File: src/rtl/sym_tx_jdl25175.sv
// Framed 2-bit symbol transmitter: start symbol, data MSB-first, optional parity.
// Optional parity tail symbol is compiled in with `define SYMTX_PARITY_EN.
module sym_tx_jdl25175 #(
  parameter int NSYM = 4
) (
  input  logic              clock,
  input  logic              init,
  input  logic              load,
  input  logic [2*NSYM-1:0] data,
  output logic              ready,
  output logic [1:0]        sym,
  output logic              frame,
  output logic [3:0]        state
);

  localparam int W  = 2 * NSYM;
  localparam int CW = $clog2(NSYM) + 1;
  localparam logic [CW-1:0] LAST = CW'(NSYM - 1);

  typedef enum logic [3:0] {
    IDLE  = 4'b0001,
    START = 4'b0010,
    DATA  = 4'b0100,
    TAIL  = 4'b1000
  } st_t;

  st_t           st_q, st_d;
  logic [W-1:0]  sh_q, sh_d;
  logic [CW-1:0] cnt_q, cnt_d;
`ifdef SYMTX_PARITY_EN
  logic          par_q, par_d;
`endif

  always_ff @(posedge clock or negedge init) begin
    if (!init) begin
      st_q  <= IDLE;
      sh_q  <= '0;
      cnt_q <= '0;
`ifdef SYMTX_PARITY_EN
      par_q <= 1'b0;
`endif
    end else begin
      st_q  <= st_d;
      sh_q  <= sh_d;
      cnt_q <= cnt_d;
`ifdef SYMTX_PARITY_EN
      par_q <= par_d;
`endif
    end
  end

  always_comb begin
    st_d  = st_q;
    sh_d  = sh_q;
    cnt_d = cnt_q;
`ifdef SYMTX_PARITY_EN
    par_d = par_q;
`endif
    sym   = 2'b00;
    ready = 1'b0;
    frame = 1'b0;
    case (st_q)
      IDLE: begin
        ready = 1'b1;
        if (load) begin
          sh_d  = data;
          cnt_d = '0;
`ifdef SYMTX_PARITY_EN
          par_d = ^data;
`endif
          st_d  = START;
        end
      end
      START: begin
        sym   = 2'b11;
        frame = 1'b1;
        st_d  = DATA;
      end
      DATA: begin
        sym   = sh_q[W-1 -: 2];
        frame = 1'b1;
        sh_d  = sh_q << 2;
        cnt_d = cnt_q + 1'b1;
        if (cnt_q == LAST) begin
`ifdef SYMTX_PARITY_EN
          st_d = TAIL;
`else
          st_d = IDLE;
`endif
        end
      end
`ifdef SYMTX_PARITY_EN
      TAIL: begin
        sym   = {~par_q, par_q};
        frame = 1'b1;
        st_d  = IDLE;
      end
`endif
      // illegal encodings recover to IDLE with sym=00
      default: st_d = IDLE;
    endcase
  end

  assign state = st_q;

endmodule

File: config.mk
export PLATFORM = sky130hd
export DESIGN_NAME = sym_tx_jdl25175
export DESIGN_NICKNAME = d
export VERILOG_FILES = /design/src/rtl/sym_tx_jdl25175.sv
export SDC_FILE = /design/constraint.sdc
export NUM_CORES = 1
export LEC_CHECK = 0
export CORE_MARGIN = 2
export CORE_UTILIZATION = 41
export DETAILED_ROUTE_END_ITERATION = 16
export GPL_TIMING_DRIVEN = 0
export PLACE_DENSITY = 0.7
export REMOVE_ABC_BUFFERS = 1
export SYNTH_ARGS = -nofsm -noshare
export SYNTH_HDL_FRONTEND = slang
export SYNTH_SLANG_ARGS = --single-unit
export TNS_END_PERCENT = 20
File: constraint.sdc
create_clock -name clock -period 1.56 [get_ports clock]
set_input_delay 0.39 -clock clock [delete_from_list [all_inputs] [get_ports clock]]
set_output_delay 0.39 -clock clock [all_outputs]
set_load 0.01 [all_outputs]
==> flow_summary_export.csv <==
group,metric,value,unit
outcome,outcome,"finished, violations left",
min_path,min_path_type,"register to register",
setup_path,critPathKind,"register to primary output",
global_route,grt_pass1_vias,530,
clock_network,cts_buffers,3,
setup_path,critPathArrivalTime,1.32,ns
cells_and_area,final_util,65.24,%
route,vias,563,
yosys,synth_flop_cell,"dfrtp_1",
clock_network,clock_sinks,14,
route,drc,0,
cells_and_area,final_nets,102,
timing,setup_violations,13,
yosys,synth_cell_types,25,
clock_network,path_clk_slew,0.08,ns
yosys,synth.cell_area,709.4,sq um
timing,fmax,0.5833,GHz
cells_and_area,final_common_cell,"mux2_4",
floorplan,initial_utilization,42.47,%
route,routed_via_density,5.362,
yosys,synth_area_per_cell,12.45,sq um
min_path,hp-start,"cnt_q[0]$_DFFE_PN0P_",
placement,dp_hpwl,917.4,um
placement,gp_congestion,0.6904,
global_route,antenna_found_initial,0,
timing,finalHoldViolations,0,
cells_and_area,area_delta_synth_final,53.62,%
cells_and_area,final_cell_mix,"mux2_4 (12), dfrtp_1 (11), clkdlybuf4s50_1 (10), buf_4 (7)",
clock_network,cts-root-buf,"clkbuf_4",
setup_path,worstReg2RegStart,"state[2]$_DFFE_PN0P_",
route,dr.pass1.iters,1,
floorplan,die_area,2079,sq um
timing,maxSlewViolCount,0,
route,wl,1597,um
timing,worst_pin_slew,0.6179,ns
placement,place_area,877.1,sq um
timing,min_period,1.714,ns
global_route,grt-ovfl-total,0,
global_route,grt_pass1_wl,2449,um
timing,period_share,109.9,%
setup_path,worst-path-max-fanout,6,
setup_path,cp-startpoint,"state[2]$_DFFE_PN0P_",
timing,setup_tns,-0.8969,ns
clock_network,ctsLongestPathBuffers,2,
clock_network,insertion_delay,0.27,ns
yosys,seq_area_frac_synth,49.56,%
route,ant_nets,0,
floorplan,rows,15,
floorplan,coreArea,1670,sq um
global_route,grt_use_total,17.26,%
timing,setup_slack,-0.1543,ns
yosys,synth_edf_count,0,
setup_path,max_stage_delay,0.42,ns
yosys,ys_ff_latch,14,
clock_network,cts_tree,"yes",
power_and_ir_drop,peakVddDrop,0.8822,mV
cells_and_area,drive_gt1_share,50.00,%
placement,numPortBuffers,17,
cells_and_area,antenna_cells,0,
clock_network,htreeDepth,1,
power_and_ir_drop,power_density,1655,nW/um^2
route,detail_route.wl_per_cell,15.21,um
setup_path,start_kind,"register",
floorplan,dieHeight,45.60,um
yosys,synth_area_leader_cell,"dfrtp_1",
yosys,async_flop_share,100.0,%
floorplan,pin_count,19,
setup_path,crit_chain,"buf_4 > or2b_1 > a21oi_1 > buf_2",
route,drt_iter0_markers,0,
power_and_ir_drop,power_leakage,0.0005024,uW
yosys,yosysWarnings,0,
yosys,synth_area_leaders,"dfrtp_1 (46%), mux2_2 (17%), dfstp_2 (3.7%)",
cells_and_area,stdcell_area,1090,sq um
yosys,postSynthCellCount,57,
yosys,synth_top_area_share,45.86,%
floorplan,die_width,45.60,um
timing,relSlewSlack,58.68,%
setup_path,crit_path_end_kind,"primary output",
timing,fin_skew,0.002468,ns
setup_path,crit_slowest_cell,"dfrtp_2",
timing,rsz0062_at_grt,"yes",
global_route,grt_max_degree,15,
setup_path,required,1.17,ns
outcome,violations,"negative setup slack",
flow_run,drv_cap,0,
flip-flops by register name, indices dropped and copies added (netlist names):
name	count
sh_q	8
state	3
cnt_q	3
synthesized netlist by cell type (all sizes together) (2+ instances only):
library cell and number:
a21oi 6, a22o 3, buf 3, dfrtp 13, ha 2, mux2 12, nand2 2, nand2b 2
nor2 2, nor3b 2
worst max-delay path, delay by kind of cell (launching register included):
family	cells	cell delay [ns]
flip-flops	1	0.42
buffers and inverters	2	0.27
AND/OR/NAND/NOR	1	0.25
AO/OA/AOI/OAI	1	0.12
metal layers:
metal	wire (um)	global-route usage [%]	vias up
met2	812	26.76	13
met4	10	8.824	0
li1	-	-	265
met5	0	0	-
met3	66	2.778	2
met1	707	23.16	283
path summary, 6_finish.rpt:
kind,to,slack (ns),cells past startpoint
setup / recovery,frame,-0.15,4
hold / removal,cnt_q[0]$_DFFE_PN0P_,0.47,1
setup reg to reg,sh_q[5]$_DFFE_PN0P_,-0.09,6
hold reg to reg,cnt_q[0]$_DFFE_PN0P_,0.47,1
max in group asynchronous,state[2]$_DFFE_PN0P_,0.63,1
min in group asynchronous,sh_q[1]$_DFFE_PN0P_,0.50,1
layout make-up:
class / count / area, sq um
Fill cell: 129 / 580.6
Sequential cell: 14 / 354.1
Clock buffer: 4 / 36.28
Multi-Input combinational cell: 39 / 401.6
Inverter: 1 / 3.754
Timing Repair Buffer: 30 / 272.8
Tap cell: 17 / 21.27
where the power goes:
part           leakage (uW)  internal, uW  switching (uW)
clock             0.0000210           142             108
sequential         0.000170           526             112
combinational      0.000312           551             364
total              0.000502          1220             584
metrics by stage:
step | worst slack, ns | instances | power, uW | hold WS (ns)
after floorplan | -0.03979 | 54 | 996.5 | 0.09441
after global placement | -0.3740 | 88 | 1230 | 0.4645
after detailed placement | -0.3752 | 88 | 1253 | 0.4662
after CTS | -0.1291 | 104 | 1736 | 0.4776
after global routing | -0.2098 | 105 | 1911 | 0.5001
final | -0.1543 | 105 | 1804 | 0.4714
logic make-up after synthesis:
group	count (synthesis)	synth area share, %
flops	14	49.56
simple gates	13	12.70
mux	12	19.05
compound gates	11	10.76
buf+inv	4	3.879
fa+ha+maj	2	3.527
other cells	1	0.5286
repair_timing:
action / CTS / global route
hold endpoints to repair: 0 / 0
setup endpoints to repair: 13 / 16
setup buffers: 12 / 1
hold buffers: 0 / 0
resized for setup: 38 / 9
pin swaps: 6 / 1
Note: power is estimated with default switching activity, not from simulation.
